==> src/rtl/debug_host_ctrl.sv <==
// Host-side debug master: takes one host command at a time, sequences the core's
// DBG_* halt/exec/register/reset signals and returns exactly one response per command.
module debug_host_ctrl #(
  parameter int DRAIN_CYCLES = 5,
  parameter int EXEC_CYCLES  = 5,
  parameter int RST_CYCLES   = 4
) (
  input  logic        iClk,
  input  logic        iRst,
  input  logic        iCmdValid,
  output logic        oCmdReady,
  input  logic [2:0]  iCmdOp,
  input  logic [4:0]  iCmdAddr,
  input  logic [31:0] iCmdData,
  output logic        oRspValid,
  input  logic        iRspReady,
  output logic [31:0] oRspData,
  output logic        oRspErr,
  output logic        oHalted,
  output logic        oDbgnRst,
  output logic        oDbgHalt,
  output logic        oDbgExec,
  output logic        oDbgReqInit,
  output logic [31:0] oDbgIns,
  output logic        oDbgRegWrite,
  output logic [4:0]  oDbgRdAddr,
  output logic [31:0] oDbgRdValue,
  output logic [4:0]  oDbgRsAddr,
  input  logic [31:0] iDbgRsValue
);

  localparam logic [2:0] OP_NOP      = 3'd0;
  localparam logic [2:0] OP_HALT     = 3'd1;
  localparam logic [2:0] OP_RESUME   = 3'd2;
  localparam logic [2:0] OP_EXEC     = 3'd3;
  localparam logic [2:0] OP_RDREG    = 3'd4;
  localparam logic [2:0] OP_WRREG    = 3'd5;
  localparam logic [2:0] OP_RESET    = 3'd6;

  localparam int MAX_A = (DRAIN_CYCLES > EXEC_CYCLES) ? DRAIN_CYCLES : EXEC_CYCLES;
  localparam int MAX_C = (MAX_A > RST_CYCLES) ? MAX_A : RST_CYCLES;
  localparam int CW    = (MAX_C < 2) ? 1 : $clog2(MAX_C);

  typedef enum logic [2:0] {
    S_IDLE, S_DRAIN, S_EXEC, S_EXWAIT, S_RDREG, S_CORERST, S_RESP
  } state_t;

  state_t        state;
  logic [CW-1:0] cnt;

  always_ff @(posedge iClk or posedge iRst) begin
    if (iRst) begin
      state        <= S_IDLE;
      cnt          <= '0;
      oCmdReady    <= 1'b1;
      oRspValid    <= 1'b0;
      oRspData     <= '0;
      oRspErr      <= 1'b0;
      oHalted      <= 1'b0;
      oDbgnRst     <= 1'b1;
      oDbgHalt     <= 1'b0;
      oDbgExec     <= 1'b0;
      oDbgReqInit  <= 1'b0;
      oDbgIns      <= '0;
      oDbgRegWrite <= 1'b0;
      oDbgRdAddr   <= '0;
      oDbgRdValue  <= '0;
      oDbgRsAddr   <= '0;
    end else begin
      // Strobes are single-cycle pulses; only the cycle that raises one keeps it high.
      oDbgExec     <= 1'b0;
      oDbgRegWrite <= 1'b0;
      oDbgReqInit  <= 1'b0;
      case (state)
        S_IDLE: begin
          if (iCmdValid && oCmdReady) begin
            oCmdReady <= 1'b0;
            case (iCmdOp)
              OP_NOP: begin
                state     <= S_RESP;
                oRspValid <= 1'b1;
              end
              OP_HALT: begin
                if (!oHalted) begin
                  oDbgHalt <= 1'b1;
                  cnt      <= CW'(DRAIN_CYCLES - 1);
                  state    <= S_DRAIN;
                end else begin
                  state     <= S_RESP;
                  oRspValid <= 1'b1;
                end
              end
              OP_RESUME: begin
                oDbgHalt  <= 1'b0;
                oHalted   <= 1'b0;
                state     <= S_RESP;
                oRspValid <= 1'b1;
              end
              OP_EXEC: begin
                if (oHalted) begin
                  oDbgExec <= 1'b1;
                  oDbgIns  <= iCmdData;
                  state    <= S_EXEC;
                end else begin
                  oRspErr   <= 1'b1;
                  state     <= S_RESP;
                  oRspValid <= 1'b1;
                end
              end
              OP_RDREG: begin
                if (oHalted) begin
                  oDbgRsAddr <= iCmdAddr;
                  state      <= S_RDREG;
                end else begin
                  oRspErr   <= 1'b1;
                  state     <= S_RESP;
                  oRspValid <= 1'b1;
                end
              end
              OP_WRREG: begin
                if (oHalted) begin
                  oDbgRdAddr   <= iCmdAddr;
                  oDbgRdValue  <= iCmdData;
                  // x0 is hardwired: suppress the strobe but still answer cleanly.
                  oDbgRegWrite <= (iCmdAddr != 5'd0);
                end else begin
                  oRspErr <= 1'b1;
                end
                state     <= S_RESP;
                oRspValid <= 1'b1;
              end
              OP_RESET: begin
                oDbgnRst <= 1'b0;
                cnt      <= CW'(RST_CYCLES - 1);
                state    <= S_CORERST;
              end
              default: begin
                oRspErr   <= 1'b1;
                state     <= S_RESP;
                oRspValid <= 1'b1;
              end
            endcase
          end
        end
        S_DRAIN: begin
          if (cnt == '0) begin
            oHalted   <= 1'b1;
            state     <= S_RESP;
            oRspValid <= 1'b1;
          end else begin
            cnt <= cnt - 1'b1;
          end
        end
        S_EXEC: begin
          cnt   <= CW'(EXEC_CYCLES - 1);
          state <= S_EXWAIT;
        end
        S_EXWAIT: begin
          if (cnt == '0) begin
            state     <= S_RESP;
            oRspValid <= 1'b1;
          end else begin
            cnt <= cnt - 1'b1;
          end
        end
        S_RDREG: begin
          oRspData  <= iDbgRsValue;
          state     <= S_RESP;
          oRspValid <= 1'b1;
        end
        S_CORERST: begin
          if (cnt == '0) begin
            oDbgnRst    <= 1'b1;
            oDbgReqInit <= 1'b1;
            state       <= S_RESP;
            oRspValid   <= 1'b1;
          end else begin
            cnt <= cnt - 1'b1;
          end
        end
        S_RESP: begin
          if (iRspReady) begin
            oRspValid <= 1'b0;
            oRspErr   <= 1'b0;
            oRspData  <= '0;
            oCmdReady <= 1'b1;
            state     <= S_IDLE;
          end
        end
        default: begin
          state     <= S_IDLE;
          oCmdReady <= 1'b1;
        end
      endcase
    end
  end

endmodule

==> config.mk <==
export PLATFORM = sky130hd
export DESIGN_NAME = debug_host_ctrl
export DESIGN_NICKNAME = d
export VERILOG_FILES = /design/src/rtl/debug_host_ctrl.sv
export SDC_FILE = /design/constraint.sdc
export NUM_CORES = 1
export LEC_CHECK = 0
export BUFFER_PORTS_ARGS = -buffer_cell sky130_fd_sc_hd__clkbuf_2
export CORE_MARGIN = 10
export CORE_UTILIZATION = 49
export DETAILED_ROUTE_END_ITERATION = 12
export PLACE_DENSITY = 0.83
export REMOVE_ABC_BUFFERS = 1
export SYNTH_ARGS = -nofsm -noshare
export SYNTH_HDL_FRONTEND = slang
export SYNTH_SLANG_ARGS = --single-unit
==> constraint.sdc <==
create_clock -name iClk -period 4.6 [get_ports iClk]
set_input_delay 0.69 -clock iClk [delete_from_list [all_inputs] [get_ports iClk]]
set_output_delay 0.69 -clock iClk [all_outputs]
set_load 0.1 [all_outputs]
==> metrics.md, run 1 <==
| Metric | Value |
|---|---|
| Status | `finished clean` |
| First drt pass iteration count | `4` |
| Clk_lat worst skew | `510 ps` |
| Clock skew | `5.66 ps` |
| Post-route DRC | `0` |
| Cells along the critical path | `nor3_4, and3_4, and4_4, mux2_2` |
| Yosys Warn Count | `0` |
| Max FO, Critical Path | `38` |
| CP Class | `reg2reg` |
| CP endpoint kind | `register` |
| Port bufs | `190` |
| Worst-path clk slew | `60 ps` |
| # nets final | `606` |
| Overflow left after global routing | `0` |
| Starting Density | `50.2%` |
| Max-cap viol count | `0` |
| Total track usage | `18.1%` |
| Crit path launch | `state[0]` |
| Cells after Synth | `335` |
| Worst slew pin tran | `1240 ps` |
| Post-CTS Setup Bufs | `0` |
| Wire per inst | `19.4 µm` |
| Largest net degree at the start of global routing | `59` |
| CTS hold repair buffers | `0` |
| Final setup fails | `0` |
| Post-CTS Resized | `0` |
| Vias | `3588` |
| Antenna Cells | `0` |
| Relative slew slack | `17.6%` |
| TritonCTS Buffers | `17` |
| Flop2flop setup slack | `2260 ps` |
| First-pass GRT wire length | `20800 µm` |
| Slowest-stage cell, CP | `and4_4` |
| CTS tree | `done` |
| Antenna Violating Nets Remaining | `0` |
| Syn Area/Cell | `14.6 µm²` |
| Hold WC Path Type | `in2async` |
| Hold Violations, Final | `0` |
| Worst Path Required | `4980 ps` |
| R2r endpoint | `oDbgRdValue[29]` |
| Die W | `120 µm` |
| FMAX | `426 MHz` |
| Clk sinks | `121` |
| Worst path max stage delay | `640 ps` |
| Post-detail-place hpwl | `9350 µm` |
| Root buf cell | `clkbuf_8` |
| Critical Path End | `oDbgRdValue[29]` |
| Placed insts | `642` |
| Longest Clk Path Bufs | `2` |
| Synthesized cell area | `4900 µm²` |
| Die H | `120 µm` |
| Yosys reg bits | `121` |
| Final Max Slew Viols | `0` |
| Distinct cells, synth | `46` |
| FF-to-FF Start | `state[0]` |
| Top Ports | `191` |
| Placer Congestion | `0.915` |
| Post-Layout Cell Count | `674` |
| CP arrival | `2730 ps` |
| R2R depth | `4` |
| Post-Route WL | `13000 µm` |
| Min Tclk post-route | `2340 ps` |
| # rows | `36` |
| Antenna violations before repair | `0` |
| Sequential share of the synthesized area | `61.8%` |
| DR vias/cell | `5.32` |
| RSZ-0062 raised after global routing | `no` |
| Layout cell share with drive strength beyond 1 | `58.2%` |
| Core box area | `9770 µm²` |
| Die Area | `14400 µm²` |
| Post-route setup TNS | `0 ps` |
| Period utilization | `51.0%` |
| Htree depth | `4` |
| Vias in the first global route | `3831` |
| Startpoint Class | `register` |
| Area Overhead vs Synth | `32.9%` |
| DR iter-0 viols | `301` |
cells in the mapped netlist (all sizes together):
cell	instances	area [µm²]
dfrtp	119	2980
mux2	76	927
a22o	32	280
nand2	12	45.0
buf	11	109
o21ai	10	50.0
clkbuf	9	33.8
a21oi	8	43.8
inv	7	26.3
nor2	7	28.8
nor2b	5	31.3
a211oi	3	22.5
nand3	3	15.0
nor3	3	26.3
a31oi	2	12.5
and3	2	17.5
dfstp	2	52.6
ha	2	25.0
nand2b	2	12.5
o31ai	2	15.0
or2	2	12.5
a21o	1	7.51
a222oi	1	10.0
a32oi	1	8.76
and2	1	6.26
and4	1	11.3
nand3b	1	7.51
o21a	1	7.51
o21bai	1	7.51
o221ai	1	8.76
o22a	1	8.76
o22ai	1	6.26
o31a	1	10.0
o41ai	1	8.76
or4	1	7.51
or4b	1	13.8
xnor2	1	8.76
worst min-delay path by stage:
stage / start / endpoint / slack [ps]
2_1_floorplan: cnt[1] / cnt[1] / 480
3_3_place_gp: oRspErr / oRspErr / 480
3_5_place_dp: oRspData[24] / oRspData[24] / 490
4_1_cts: iRst / oRspData[0] / 310
5_1_grt: iRst / oRspData[26] / 350
6_report: iRst / oRspData[0] / 280
cell type report:
cell class | count | area, µm²
Fill cell | 705 | 3260
Inverter | 7 | 28.8
Tap cell | 133 | 166
Clock buffer | 23 | 487
Clock inverter | 9 | 111
Timing Repair Buffer | 194 | 981
Multi-Input combinational cell | 187 | 1710
Sequential cell | 121 | 3030
kinds of logic (layout without fill, tap and decap cells):
family	after synthesis	count (layout)	share of synthesized area, %
fa+ha+maj	2	2	0.510
buf+inv	27	233	3.44
mux	76	76	18.9
xor+xnor	1	1	0.179
simple gates	41	41	4.80
compound gates	67	67	10.4
flops	121	121	61.8
metal layers:
layer	part of all wire (%)	wire, µm	GRT usage, %	vias up
li1	-	-	-	1621
met3	10	1300	8.02	23
met1	42	5470	21.8	1764
met5	0	0	0	-
met2	46	6050	28.6	180
met4	1.7	223	6.11	0
placed cells by master (no fill, tap or decap), types with 3 or more instances in the layout:
cell / netlist / final
a211oi_1: 3 / 3
a21oi_1: 7 / 7
a22o_1: 32 / 32
buf_4: 1 / 4
clkbuf_16: 0 / 16
clkbuf_2: 0 / 190
clkbuf_8: 0 / 6
dfrtp_1: 119 / 119
inv_1: 7 / 6
mux2_2: 57 / 57
mux2_4: 19 / 19
nand2_1: 12 / 12
nand3_1: 3 / 3
nor2_1: 6 / 6
nor2b_1: 5 / 5
o21ai_0: 9 / 9
through the flow:
stage / hold WS [ps] / setup WS [ps] / instance area (µm²) / utilization [%]
2_1_floorplan: 481 / 699 / 4760 / -
3_3_place_gp: 482 / 2330 / 5920 / 60.6
3_5_place_dp: 492 / 2270 / 5920 / 60.6
4_1_cts: 314 / 2290 / 6520 / 66.7
5_1_grt: 352 / 2150 / 6520 / 66.7
6_report: 284 / 2260 / 6520 / 66.7
worst max-delay path, delay by kind of cell (launching register included):
family,cells,cell delay (ps)
AND/OR/NAND/NOR,3,1180
flip-flops,1,570
multiplexers,1,420
state kept, by name, summed over array words and instances (netlist names), 3 cells and up:
name	cells
oDbgIns	32
oRspData	32
oDbgRdValue	32
state	3
cnt	3
oDbgRdAddr	5
oDbgRsAddr	5
Power of run 1 is not shown: default switching activity piles up to over one toggle a cycle in this logic, so the estimate is an artifact.
==> run 2: changes to the inputs <==
- CORE_UTILIZATION: 49 -> 44
- PLACE_DENSITY: 0.83 -> 0.79
- clock period: 4.6 -> 2.1 ns (I/O delays scaled with it)
==> run 2 against run 1 <==
  * Global-route usage down 1.6 points
  * Cell area up 4.5%
  * Sequential share of layout area down 2.0 points
  * Fmax up 23%
  * Clock skew up 2.0 ps
  * Register-to-register slack worse by 2100 ps
  * Critical endpoint is now oDbgRdValue[21]
==> metrics.md, run 2 (synthesis results as in run 1) <==
| Metric | Value |
|---|---|
| Min-delay src | `iDbgRsValue[9]` |
| Period utilization | `91.1%` |
| Startpoint Class | `register` |
| Largest net degree at the start of global routing | `122` |
| Clk sinks | `121` |
| Clock skew | `7.64 ps` |
| CP Class | `reg2reg` |
| First-pass GRT wire length | `21200 µm` |
| Die H | `126 µm` |
| Longest Clk Path Bufs | `2` |
| R2R depth | `5` |
| CP arrival | `2300 ps` |
| Overflow left after global routing | `0` |
| Layout cell share with drive strength beyond 1 | `56.6%` |
| Area Overhead vs Synth | `38.9%` |
| Vias | `3638` |
| TritonCTS Buffers | `17` |
| DR vias/cell | `5.17` |
| CP top delay family | `simple AND/OR/NAND/NOR gates` |
| Flop2flop setup slack | `190 ps` |
| Port bufs | `190` |
| Die Area | `15800 µm²` |
| Relative slew slack | `46.6%` |
| Antenna Cells | `0` |
| Root buf cell | `clkbuf_8` |
| Starting Density | `45.0%` |
| Max-cap viol count | `0` |
| Post-Layout Cell Count | `704` |
| Wire per inst | `18.6 µm` |
| Critical path depth in cells | `5` |
| Post-detail-place hpwl | `9390 µm` |
| R2r endpoint | `oDbgRdValue[21]` |
| Commonest cells after routing, fill and taps aside | `clkbuf_2 (190), dfrtp_1 (119), mux2_2 (57), a22o_1 (32), dlygate4sd3_1 (20)` |
| CTS tree | `done` |
| Crit path buf inv count | `1` |
| Largest registers | `oDbgIns (32), oDbgRdValue (32), oRspData (32)` |
| Htree depth | `4` |
| Min Tclk post-route | `1910 ps` |
| Top Ports | `191` |
| Antenna violations before repair | `0` |
| Worst slew pin tran | `797 ps` |
| Antenna Violating Nets Remaining | `0` |
| Post-route DRC | `0` |
| First drt pass iteration count | `4` |
| Worst-path clk slew | `60 ps` |
| DR iter-0 viols | `333` |
| # rows | `38` |
| Vias in the first global route | `4008` |
| Worst path max stage delay | `480 ps` |
| Post-CTS Setup Bufs | `0` |
| Max FO, Critical Path | `22` |
| Clk_lat worst skew | `510 ps` |
| RSZ-0062 raised after global routing | `no` |
| Die W | `126 µm` |
| CP endpoint kind | `register` |
| Post-Route WL | `13100 µm` |
| Hold Violations, Final | `0` |
| Post-route setup TNS | `0 ps` |
| Commonest non-fill, non-tap cell in the layout | `clkbuf_2` |
| FF-to-FF Start | `state[1]` |
| Core box area | `10900 µm²` |
| WHS Endpoint | `oRspData[9]` |
| # nets final | `629` |
| Placed insts | `652` |
| Placer Congestion | `0.898` |
| Hold WC Path Type | `in2reg` |
| Cells along the critical path | `nor3_4, and3_4, and4_4, buf_12, mux2_2` |
| Status | `finished clean` |
| Final setup fails | `0` |
| FMAX | `523 MHz` |
| Final Max Slew Viols | `0` |
| Hold Crit Depth | `2` |
| Total track usage | `16.6%` |
| Worst Path Required | `2490 ps` |
| Slowest-stage cell, CP | `dfrtp_1` |
==> run 2: cell types whose count changed in the layout (fill, tap and decap cells not counted), moves of 2 or more <==
cell	delta
buf_12	+4
clkbuf_8	-4
clkinv_4	+2
dlygate4sd3_1	+20
==> run 2: how the worst max path moves through the flow <==
stage / start / endpoint / slack, ps
global route: state[1] / oDbgRdValue[30] / 140
global placement: state[1] / oRspData[1] / 260
floorplan: iRst / cnt[0] / -1430
finish: state[1] / oDbgRdValue[21] / 190
CTS: state[1] / oRspData[17] / 120
detailed placement: state[1] / oRspData[17] / 100
==> run 2: cell type report <==
| type | count | area [µm²] |
|---|---|---|
| clock buffer | 18 | 428 |
| clock inverter | 14 | 171 |
| fill | 799 | 4080 |
| inverter | 7 | 28.8 |
| multi-input combinational | 187 | 1730 |
| sequential | 121 | 3030 |
| tap | 140 | 175 |
| timing repair buffer | 217 | 1250 |
==> run 2: routing by layer <==
metal | wire (µm) | track usage [%]
met1 | 5400 | 19.7
met2 | 6090 | 25.6
met3 | 1360 | 7.31
met4 | 275 | 7.25
met5 | 0 | 0
==> run 2: stage by stage <==
stage / util, % / area (µm²) / hold WS [ps] / setup WS (ps)
floorplan: - / 4760 / 412 / -1430
global placement: 55.2 / 6010 / 489 / 257
detailed placement: 55.2 / 6010 / 491 / 100
CTS: 62.5 / 6810 / 0.0409 / 119
global route: 62.6 / 6810 / 7.29 / 139
finish: 62.6 / 6810 / 22.5 / 187
==> run 2: timing repair <==
action                                  4_1_cts  5_1_grt
hold buffers                                 20        0
endpoints found under the hold margin       138        0
endpoints found under the setup margin        0       32
resized for setup                             0        1
Power of run 2 is left out for the same reason.
==> run 3: changes to the inputs <==
- CORE_ASPECT_RATIO: default -> 1.2
==> run 3 against run 2 <==
  * Clock skew about the same
  * Non-clock buffer count decreased by 16
  * Worst setup slack better by 32 ps
  * Final cell count down 3.4%
  * Via count decreased by 3.7%
  * Sequential share of layout area grew 1.2 points
  * Core utilization decreased by 2.1 points
  * Wire length shrank 5.5%
==> metrics.md, run 3 (synthesis results as in run 1) <==
| Metric | Value |
|---|---|
| # rows | `42` |
| Min Tclk post-route | `1880 ps` |
| Minimum hold slack | `110 ps` |
| CP endpoint kind | `register` |
| Die Area | `15800 µm²` |
| Clk sinks | `121` |
| Max FO, Critical Path | `19` |
| Antenna Violating Nets Remaining | `0` |
| TritonCTS Buffers | `17` |
| Clk_lat worst skew | `410 ps` |
| Overflow left after global routing | `0` |
| Total track usage | `15.9%` |
| Longest Clk Path Bufs | `2` |
| CP arrival | `2170 ps` |
| Status | `finished clean` |
| Fin area | `6640 µm²` |
| Commonest non-fill, non-tap cell in the layout | `clkbuf_2` |
| RSZ-0062 raised after global routing | `no` |
| Grt met2 use | `26.6%` |
| Hold Violations, Final | `0` |
| First drt pass iteration count | `5` |
| Clock skew | `8.02 ps` |
| Sequential cell area | `3030 µm²` |
| Vias | `3503` |
| Startpoint Class | `register` |
| # fillers | `858` |
| Antenna violations before repair | `0` |
| Top Ports | `191` |
| Final Max Slew Viols | `0` |
| DP Area | `6030 µm²` |
| Die W | `116 µm` |
| First-pass GRT wire length | `19800 µm` |
| Layout cell share with drive strength beyond 1 | `58.8%` |
| Starting Density | `44.6%` |
| Worst slew pin tran | `786 ps` |
| Post-route DRC | `0` |
| Max-cap viol count | `0` |
| Period utilization | `89.6%` |
| Busiest grt layer | `met2` |
| Vias in the first global route | `3854` |
| Htree depth | `4` |
| Antenna Cells | `0` |
| # nets final | `613` |
| DR iter-0 viols | `202` |
| Area Overhead vs Synth | `35.4%` |
| Dpl ws | `111 ps` |
| Relative slew slack | `47.4%` |
| CP Class | `reg2reg` |
| Final Util | `60.5%` |
| Core box area | `11000 µm²` |
| Die H | `136 µm` |
| Final setup fails | `0` |
| Met1 usage | `17.4%` |
| CTS tree | `done` |
| Post-Route WL | `12400 µm` |
| Wire per inst | `18.2 µm` |
| Post-detail-place hpwl | `9400 µm` |
| Final worst slack | `219 ps` |
| Hold WC Path Type | `in2reg` |
| Commonest cells after routing, fill and taps aside | `clkbuf_2 (190), dfrtp_1 (119), mux2_2 (57), a22o_1 (32), mux2_4 (19)` |
| Worst Path Required | `2390 ps` |
| Port bufs | `190` |
| Area of the multi-input gates | `1730 µm²` |
| Post-CTS Setup Bufs | `0` |
| Placer Congestion | `0.903` |
| Met3 Track Usage GR | `6.47%` |
| DR vias/cell | `5.15` |
| Largest registers | `oDbgIns (32), oDbgRdValue (32), oRspData (32)` |
| Largest net degree at the start of global routing | `51` |
| FMAX | `532 MHz` |
| Worst-path clk slew | `60 ps` |
| Root buf cell | `clkbuf_16` |
[run 3: worst paths after layout]
kind                                       from              end  slack, ps  depth (start not counted)
min in group asynchronous                  iRst  oDbgRdValue[20]        480                          3
max in group asynchronous                  iRst       oDbgIns[3]       1000                          4
worst max-delay path                   state[0]  oDbgRdValue[21]        220                          5
worst min register to register       oDbgIns[9]       oDbgIns[9]        510                          1
worst max register to register         state[0]  oDbgRdValue[21]        220                          5
worst min-delay path            iDbgRsValue[13]     oRspData[13]        110                          2
[run 3: critical path: stages (launching register included)]
cell and delay [ps]:
dfrtp_1 410, nor3_4 240, and3_4 240, and4_4 320
buf_12 200, mux2_2 350
[run 3: repair_timing]
item                                   in CTS  in global routing
setup endpoints to repair                   0                 32
endpoints found under the hold margin      28                  0
hold buffers                                1                  0
gates resized for setup                     0                  1
[run 3: layout make-up]
cell class | count | area share (%)
Clock buffer | 17 | 6.41
Clock inverter | 15 | 2.51
Inverter | 7 | 0.433
Multi-Input combinational cell | 187 | 26.0
Sequential cell | 121 | 45.6
Tap cell | 132 | 2.49
Timing Repair Buffer | 201 | 16.5
[run 3: layer usage]
layer | wire length [µm] | up-vias | share of wire (%)
li1 | - | 1620 | -
met1 | 4900 | 1713 | 40
met2 | 6240 | 152 | 50
met3 | 1080 | 18 | 8.7
met4 | 177 | 0 | 1.4
met5 | 0 | - | 0
[run 3: stage by stage]
stage	instances	setup TNS (ps)
finish	680	0
global route	680	0
CTS	680	0
detailed placement	647	0
global placement	647	0
floorplan	315	-213740
Power of run 3 is left out for the same reason.
